$ cat src/rtl/ipsl_pcie_seio_pkg.sv
// Shared encodings for the serial register interface: FSM states, opcodes
// and a width helper used to size the frame bit counter.
package ipsl_pcie_seio_pkg;

    typedef enum logic [1:0] {
        IDLE  = 2'b00,
        SHIFT = 2'b01,
        RESP  = 2'b10,
        ACK   = 2'b11
    } state_t;

    localparam logic OP_WR = 1'b1;
    localparam logic OP_RD = 1'b0;

    function automatic int clog2(input int value);
        int result;
        result = 0;
        for (int v = value - 1; v > 0; v = v >> 1) begin
            result = result + 1;
        end
        return result;
    endfunction

endpackage

$ cat src/rtl/ipsl_pcie_seio_sync.sv
// Two-flop synchroniser bringing one host-side serial line into pclk_div2.
module ipsl_pcie_seio_sync (
    input  logic pclk_div2,
    input  logic user_rst_n,
    input  logic d,
    output logic q
);

    logic meta_reg;

    always_ff @(posedge pclk_div2 or negedge user_rst_n) begin
        if (!user_rst_n) begin
            meta_reg <= 1'b0;
            q        <= 1'b0;
        end else begin
            meta_reg <= d;
            q        <= meta_reg;
        end
    end

endmodule

$ cat src/rtl/ipsl_pcie_seio_regif_v1_1.sv
// Serial register interface: decodes opcode/address/data frames from the host,
// writes or reads back a small register file and pulses an ack per transaction.
module ipsl_pcie_seio_regif_v1_1
    import ipsl_pcie_seio_pkg::*;
#(
    parameter int ADDR_W      = 4,
    parameter int DATA_W      = 8,
    parameter int NUM_REGS    = 8,
    parameter int LEGACY_NACK = 0
) (
    input  logic                       pclk_div2,
    input  logic                       user_rst_n,
    input  logic                       sedo_in,
    input  logic                       sedo_en_in,
    output logic                       sedi,
    output logic                       sedi_ack,
    output logic                       txn_err,
    output logic [NUM_REGS*DATA_W-1:0] reg_out
);

    localparam int SH_W  = ADDR_W + DATA_W;
    localparam int CNT_W = clog2(2 + ADDR_W + DATA_W + 1);
    localparam int IDX_W = (NUM_REGS > 1) ? clog2(NUM_REGS) : 1;

    localparam logic [CNT_W-1:0]  CNT_SAT    = CNT_W'(2 + ADDR_W + DATA_W);
    localparam logic [CNT_W-1:0]  CNT_WR     = CNT_W'(1 + ADDR_W + DATA_W);
    localparam logic [CNT_W-1:0]  CNT_RD     = CNT_W'(1 + ADDR_W);
    localparam logic [CNT_W-1:0]  RESP_LAST  = CNT_W'(DATA_W - 1);
    localparam logic [ADDR_W:0]   NUM_REGS_L = (ADDR_W + 1)'(NUM_REGS);

    logic s_dat;
    logic s_en;

    ipsl_pcie_seio_sync u_sync_dat (
        .pclk_div2  (pclk_div2),
        .user_rst_n (user_rst_n),
        .d          (sedo_in),
        .q          (s_dat)
    );

    ipsl_pcie_seio_sync u_sync_en (
        .pclk_div2  (pclk_div2),
        .user_rst_n (user_rst_n),
        .d          (sedo_en_in),
        .q          (s_en)
    );

    state_t            state_reg, state_next;
    logic [CNT_W-1:0]  cnt_reg, cnt_next;
    logic [SH_W-1:0]   shreg_reg, shreg_next;
    logic              opcode_reg, opcode_next;
    logic              armed_reg, armed_next;
    logic              sedi_reg, sedi_next;
    logic              ack_reg, ack_next;
    logic              err_reg, err_next;
    logic              wr_en;
    logic [DATA_W-1:0] regs [NUM_REGS];

    logic [ADDR_W-1:0] wr_addr;
    logic [ADDR_W-1:0] rd_addr;
    logic [IDX_W-1:0]  wr_idx;
    logic [IDX_W-1:0]  rd_idx;
    logic [DATA_W-1:0] rd_word;
    logic              wr_ok;
    logic              rd_ok;

    // A write frame leaves addr above the data field; a read frame leaves addr in the low bits.
    assign wr_addr = shreg_reg[DATA_W +: ADDR_W];
    assign rd_addr = shreg_reg[ADDR_W-1:0];
    assign wr_idx  = shreg_reg[DATA_W +: IDX_W];
    assign rd_idx  = shreg_reg[IDX_W-1:0];
    assign rd_word = regs[rd_idx];
    assign wr_ok   = (opcode_reg == OP_WR) && (cnt_reg == CNT_WR) && ({1'b0, wr_addr} < NUM_REGS_L);
    assign rd_ok   = (opcode_reg == OP_RD) && (cnt_reg == CNT_RD) && ({1'b0, rd_addr} < NUM_REGS_L);

    always_comb begin
        state_next  = state_reg;
        cnt_next    = cnt_reg;
        shreg_next  = shreg_reg;
        opcode_next = opcode_reg;
        armed_next  = armed_reg;
        sedi_next   = 1'b0;
        ack_next    = 1'b0;
        err_next    = 1'b0;
        wr_en       = 1'b0;
        case (state_reg)
            IDLE: begin
                if (s_en && armed_reg) begin
                    state_next  = SHIFT;
                    cnt_next    = CNT_W'(1);
                    opcode_next = s_dat;
                    shreg_next  = '0;
                    armed_next  = 1'b0;
                end else if (!s_en) begin
                    armed_next = 1'b1;
                end
            end
            SHIFT: begin
                if (s_en) begin
                    shreg_next = {shreg_reg[SH_W-2:0], s_dat};
                    if (cnt_reg != CNT_SAT) begin
                        cnt_next = cnt_reg + CNT_W'(1);
                    end
                end else begin
                    cnt_next = '0;
                    if (LEGACY_NACK != 0) begin
                        state_next = ACK;
                        ack_next   = 1'b1;
                    end else if (wr_ok) begin
                        wr_en      = 1'b1;
                        state_next = ACK;
                        ack_next   = 1'b1;
                    end else if (rd_ok) begin
                        // The shift register is reused to serialise the read word.
                        state_next = RESP;
                        shreg_next = {{ADDR_W{1'b0}}, rd_word};
                        sedi_next  = rd_word[DATA_W-1];
                    end else begin
                        state_next = ACK;
                        ack_next   = 1'b1;
                        err_next   = 1'b1;
                    end
                end
            end
            RESP: begin
                shreg_next = {shreg_reg[SH_W-2:0], 1'b0};
                cnt_next   = cnt_reg + CNT_W'(1);
                if (cnt_reg == RESP_LAST) begin
                    state_next = ACK;
                    ack_next   = 1'b1;
                end else begin
                    sedi_next = shreg_reg[DATA_W-2];
                end
            end
            ACK: begin
                state_next = IDLE;
                cnt_next   = '0;
            end
            default: begin
                state_next = IDLE;
            end
        endcase
    end

    always_ff @(posedge pclk_div2 or negedge user_rst_n) begin
        if (!user_rst_n) begin
            state_reg  <= IDLE;
            cnt_reg    <= '0;
            shreg_reg  <= '0;
            opcode_reg <= 1'b0;
            armed_reg  <= 1'b0;
            sedi_reg   <= 1'b0;
            ack_reg    <= 1'b0;
            err_reg    <= 1'b0;
            for (int i = 0; i < NUM_REGS; i++) begin
                regs[i] <= '0;
            end
        end else begin
            state_reg  <= state_next;
            cnt_reg    <= cnt_next;
            shreg_reg  <= shreg_next;
            opcode_reg <= opcode_next;
            armed_reg  <= armed_next;
            sedi_reg   <= sedi_next;
            ack_reg    <= ack_next;
            err_reg    <= err_next;
            if (wr_en) begin
                regs[wr_idx] <= shreg_reg[DATA_W-1:0];
            end
        end
    end

    assign sedi     = sedi_reg;
    assign sedi_ack = ack_reg;
    assign txn_err  = err_reg;

    for (genvar gi = 0; gi < NUM_REGS; gi++) begin : g_reg_out
        assign reg_out[gi*DATA_W +: DATA_W] = regs[gi];
    end

endmodule
$ cat config.mk
export PLATFORM = sky130hd
export DESIGN_NAME = ipsl_pcie_seio_regif_v1_1
export DESIGN_NICKNAME = d
export VERILOG_FILES = /design/src/rtl/ipsl_pcie_seio_pkg.sv /design/src/rtl/ipsl_pcie_seio_sync.sv /design/src/rtl/ipsl_pcie_seio_regif_v1_1.sv
export SDC_FILE = /design/constraint.sdc
export NUM_CORES = 1
export LEC_CHECK = 0
export BUFFER_PORTS_ARGS = -buffer_cell sky130_fd_sc_hd__buf_2
export CAP_MARGIN = 15
export CORE_ASPECT_RATIO = 1.1
export CORE_UTILIZATION = 56
export CTS_CLUSTER_SIZE = 20
export DETAILED_ROUTE_END_ITERATION = 8
export PLACE_DENSITY = 0.83
export SLEW_MARGIN = 20
export SYNTH_ARGS = -nofsm -noshare
export SYNTH_HDL_FRONTEND = slang
export SYNTH_SLANG_ARGS = --single-unit
export TNS_END_PERCENT = 1
$ cat constraint.sdc
create_clock -name pclk_div2 -period 2.8 [get_ports pclk_div2]
set_clock_uncertainty 0.2 [all_clocks]
set_input_delay 0.56 -clock pclk_div2 [delete_from_list [all_inputs] [get_ports pclk_div2]]
set_output_delay 0.56 -clock pclk_div2 [all_outputs]
set_load 0.05 [all_outputs]
* Word level (Yosys, flattened, before mapping)
Cells that the tools add are included.
** Storage, ports and cells
- Word-level logic and storage cells :: 95
- Input port bits :: 4
- Flip-flop bits (word level) :: 91
** Cells by class
- Equal/unequal tests :: 14
- Bitwise gates (word level) :: 3
- Order comparisons :: 5
- Reduce and logical (&&, ||, !) cells :: 13
- Muxes and demuxes :: 39
- Add/subtract/negate cells :: 1
** Operator list (number)
- bitwise mux 64 bit :: 1
- 2-to-1 mux 12 bit :: 4
- one-hot mux 12 bit (3 select lines) :: 1
- binary-select mux 8 bit (select 3 bit) :: 1
- demux 8 bit (select 3 bit) :: 1
- 2-to-1 mux 8 bit :: 3
- 2-to-1 mux 1 bit :: 18
- one-hot mux 4 bit (4 select lines) :: 1
- 2-to-1 mux 4 bit :: 3
- == test 4 x 3 -> 1 bit, second input constant :: 2
- greater-or-equal comparator 4 bit, second input constant :: 2
- < comparator 4 bit, second input constant :: 2
- != test 2 bit, second input constant :: 4
- inverter 3 -> 4 bit :: 2
- one-hot mux 2 bit (4 select lines) :: 1
- logical AND 1 bit :: 6
- 2-to-1 mux 2 bit :: 3
- != test 3 x 2 -> 1 bit, second input constant :: 2
- AND reduction 2 bit :: 3
- adder 4 x 1 -> 4 bit, second input constant :: 1
- == test 2 bit, second input constant :: 2
- == test 4 bit, second input constant :: 1
- < comparator 4 x 1 -> 1 bit, second input constant :: 1
- != test 4 bit, second input constant :: 1
- 8 further kinds :: 9

* Logic depth before layout (Yosys ltp)
- Word-level depth :: 8
- Depth in mapped cells :: 7

* Modules after synthesis
A second synthesis with hierarchy kept.
** Unflattened totals
- Cells, all modules :: 319
- Area, all modules :: 4311.6 sq um
** Modules (own cells, without submodules)
- ipsl_pcie_seio_regif_v1_1 :: seq. area each 2177.1 sq um, cells each 315, times used 1, area an instance 4211.5 sq um
- ipsl_pcie_seio_sync :: seq. area each 50.0 sq um, cells each 2, times used 2, area an instance 50.0 sq um

* Worst setup path after synthesis
Ideal clock, no wire load.
- Path kind :: flip-flop to flip-flop
- From :: register state_reg[1]
- To :: register regs (netlist bit reg_out[24])
- Setup time :: 0.125 ns
- Arrival time :: 2.060 ns
- Path slack :: 0.416 ns
- Clock period less this slack :: 2.384 ns
- Cell stages (with the launch flop) :: 8
- Path buffers :: 1
- Cells stage by stage :: dfrtp_1 > inv_1 > ha_1 > nand2b_4 > nor4_1 > and3_1 > buf_4 > mux2_2
** Between the ends
- Cells in the longest elaborated chain, start to end :: 2
** RTL lines
- from (decl) :: line ipsl_pcie_seio_regif_v1_1.sv:48 : state_t state_reg, state_next;
- from (signal assigned) :: line ipsl_pcie_seio_regif_v1_1.sv:159 : state_reg <= state_next;
- == test 2 x 1 -> 1 bit :: line ipsl_pcie_seio_regif_v1_1.sv:86 : case (state_reg)
- 2-to-1 mux 1 bit :: line ipsl_pcie_seio_regif_v1_1.sv:86
- to (signal, indexed assignment) :: line ipsl_pcie_seio_regif_v1_1.sv:168 : regs[wr_idx] <= shreg_reg[DATA_W-1:0];
- to (decl) :: line ipsl_pcie_seio_regif_v1_1.sv:57 : logic [DATA_W-1:0] regs [NUM_REGS];
No other way between the ends.
A chain may end at the register's enable or synchronous reset.

* Worst setup path after layout
- From :: register cnt_reg[1]
- To :: register regs (netlist bit reg_out[38])
** Between the ends
- Cells in the longest elaborated chain, start to end :: 6
** RTL lines
- from (decl) :: line ipsl_pcie_seio_regif_v1_1.sv:49 : logic [CNT_W-1:0] cnt_reg, cnt_next;
- from (signal assigned) :: line ipsl_pcie_seio_regif_v1_1.sv:160 : cnt_reg <= cnt_next;
- == test 4 bit :: line ipsl_pcie_seio_regif_v1_1.sv:73 : assign wr_ok = (opcode_reg == OP_WR) && (cnt_reg == CNT_WR) && ({1'b0, wr_addr} < NUM_REGS_L);
- logical AND 1 bit (2 in a row) :: line ipsl_pcie_seio_regif_v1_1.sv:73
- 2-to-1 mux 1 bit :: line ipsl_pcie_seio_regif_v1_1.sv:109 : end else if (wr_ok) begin
- 2-to-1 mux 1 bit :: line ipsl_pcie_seio_regif_v1_1.sv:99 : if (s_en) begin
- 2-to-1 mux 1 bit :: line ipsl_pcie_seio_regif_v1_1.sv:86
No other way between the ends.

==> reports/metrics.csv <==
metric;value;unit
synth_area_leaders;dfrtp_1, mux2_2, mux4_2;
grt_pass1_vias;3140;
clock-root-buffer;clkbuf_8;
placementRows;33;
core;7473;um^2
min_path_type;in -> reg;
period_needed;2558;ps
synth-main-ff-cell;dfrtp_1;
critPathMaxFanout;8;
crit_type;reg -> reg;
maxCapViolations;0;
fin_setup_tns;0;ps
numPortBuffers;70;
die-width;85.75;um
total_power;3.255;mW
largest_reg_flops;64;
grt_use_total;27.29;%
cp_slowest_stage_delay;540;ps
die_h;94.12;um
synth_seq_cells;91;
clk_pin_slew;90;ps
htreeDepth;3;
cp-end-kind;flop;
synth_area_per_cell;13.38;um^2
drcViolationCount;0;
setup_violations;0;
status;complete, no violations;
fmax;0.3910;GHz
vdd_ir_drop_max;0.3556;mV
final_util;67.94;%
final_layout_size_suffix_gt1_share;47.54;%
hpwl;7281;um
r2r-start;cnt_reg[1]$_DFFE_PN0P_;
grt_max_degree;52;
slowest_stage;or4_4;
clkLatencyLatePin;360;ps
power_density;641.1;nW/um^2
whs_path_depth;1;
cp.depth;6;
netlist.top_cell.by_area;dfrtp_1;
finalHoldViolations;0;
numClockSinks;91;
yosys_warnings;0;
gp_congestion;0.8622;
cts.path.max_buffers;2;
cts_tree;yes;
synthDominantCellAreaShare;52.71;%
startpoint_type;flop;
synth_nets;334;
ys_seq_area_share;52.71;%
arrival;2600;ps
antenna_found_initial;0;
worstPathCellList;inv_1, ha_1, nand4_1, or4_4, nor3_4, mux2_2;
dr.pass1.iters;6;
dieArea;8070;um^2
leakage;2.579;nW
synth-edff-count;0;
r2r-end;reg_out[38]$_DFFE_PN0P_;
synth_cells;323;
grt_overflow;0;
max-slew-margin-rel;57.06;%
viasPerCell;6.092;
fillers;526;
synth_area;4320;um^2
finalCritPeriodShare;91.35;%
cts_buffers;9;
first_iter_violations;361;
n_antenna_cell;0;
required;2850;ps
ys_async_sr_fraction;100.0;%
holdPathEnd;u_sync_dat.meta_reg$_DFF_PN0_;
vias;3113;
hold_slack;106.8;ps
rsz0062_at_grt;false;
crit_family;simple AND/OR/NAND/NOR gates;
hold_start;sedo_in;
avgRoutedWirePerCell;20.33;um
r2r_cells;6;
nNetsFinal;412;
routed_wirelength;10390;um
r2r_slack;240;ps
pin_count;71;
drtAntennaViolNets;0;
critPathBufInv;1;
synth.distinct_cells;45;
slew_violations;0;
tightestPinTransition;635.1;ps
grt_pass1_wl;16400;um
start_util;57.81;%
syn2layout_area_growth;17.52;%
-- cell type report --
cell class	instances	area [um^2]	share of cell area, %
clock inverter	5	62.56	1.232
clock buffer	11	141.4	2.785
inverter	14	52.55	1.035
multi-input combinational	196	1902	37.46
timing repair buffer	89	510.5	10.05
tap	105	131.4	2.587
sequential	91	2277	44.85
-- layer usage --
metal	wire length (um)	GRT usage [%]
met5	0	0
met2	5323	44.00
met1	4118	36.56
met4	365	12.36
met3	579	4.482
-- cell usage after synthesis, types with 2 or more instances --
| master | instances |
|---|---|
| nand4_1 | 10 |
| mux2_2 | 67 |
| mux4_2 | 13 |
| nor3b_1 | 2 |
| a21oi_1 | 7 |
| clkbuf_1 | 11 |
| inv_1 | 14 |
| nor3_4 | 4 |
| a22o_1 | 2 |
| ha_1 | 7 |
| o41ai_1 | 2 |
| nor2_1 | 8 |
| mux2i_1 | 8 |
| nor2b_1 | 2 |
| buf_2 | 5 |
| a22oi_1 | 2 |
| a31oi_1 | 2 |
| o221ai_1 | 3 |
| and2_1 | 4 |
| o21ai_0 | 13 |
| nand3_2 | 3 |
| dfrtp_1 | 91 |
| buf_1 | 5 |
| nand3_1 | 6 |
| nand2_1 | 8 |
| nand2b_1 | 2 |
| a32o_1 | 3 |
| nor3_1 | 2 |
-- cells in the final DEF, fill, tap and decap left out, drive strengths merged, types with 2 or more instances in the layout --
master / n
a21oi: 7
a22o: 2
a22oi: 2
a31oi: 2
a32o: 3
and2: 4
buf: 88
clkbuf: 11
clkinv: 2
clkinvlp: 2
dfrtp: 91
ha: 7
inv: 14
mux2: 68
mux2i: 8
mux4: 13
nand2: 8
nand2b: 3
nand3: 9
nand4: 10
nor2: 8
nor2b: 2
nor3: 6
nor3b: 2
o21ai: 13
o221ai: 3
o41ai: 2
-- cell families after synthesis --
family	share of synthesized area [%]
AOI/OAI and AO/OA	6.719
adders and majority gates	2.027
buffers and inverters	3.359
DFF	52.71
muxes	26.35
and+or+nand+nor	8.833
-- report_power, final --
group	internal, mW	switching [mW]	total [mW]	leakage, nW
combinational	0.330	0.543	0.873	1.23
sequential	1.38	0.0940	1.47	1.25
clock	0.440	0.467	0.907	0.0957
-- what timing repair did --
item | CTS | global route
hold buffers | 1 | 0
setup buffers | 0 | 2
resized for setup | 0 | 1
hold endpoints to repair | 34 | 0
endpoints found under the setup margin | 0 | 15
-- per-stage QoR --
| stage | cell area [um^2] | std cells | worst slack (ps) |
|---|---|---|---|
| 2_1_floorplan | 4320 | 323 | 415.6 |
| 3_3_place_gp | 4845 | 492 | 247.9 |
| 3_5_place_dp | 4845 | 492 | 126.3 |
| 4_1_cts | 5059 | 509 | 102.0 |
| 5_1_grt | 5077 | 511 | 125.3 |
| 6_report | 5077 | 511 | 242.3 |
-- worst max-delay path by stage --
stage                                        start                       to  slack [ps]
after floorplan           state_reg[1]$_DFFE_PN0P_  reg_out[24]$_DFFE_PN0P_         420
after global placement      cnt_reg[1]$_DFFE_PN0P_  reg_out[37]$_DFFE_PN0P_         250
after detailed placement    cnt_reg[1]$_DFFE_PN0P_  reg_out[35]$_DFFE_PN0P_         130
after CTS                   cnt_reg[1]$_DFFE_PN0P_  reg_out[38]$_DFFE_PN0P_         100
after global routing        cnt_reg[1]$_DFFE_PN0P_  reg_out[38]$_DFFE_PN0P_         130
final                       cnt_reg[1]$_DFFE_PN0P_  reg_out[38]$_DFFE_PN0P_         240
No activity file was read; power rests on OpenSTA's default activity.
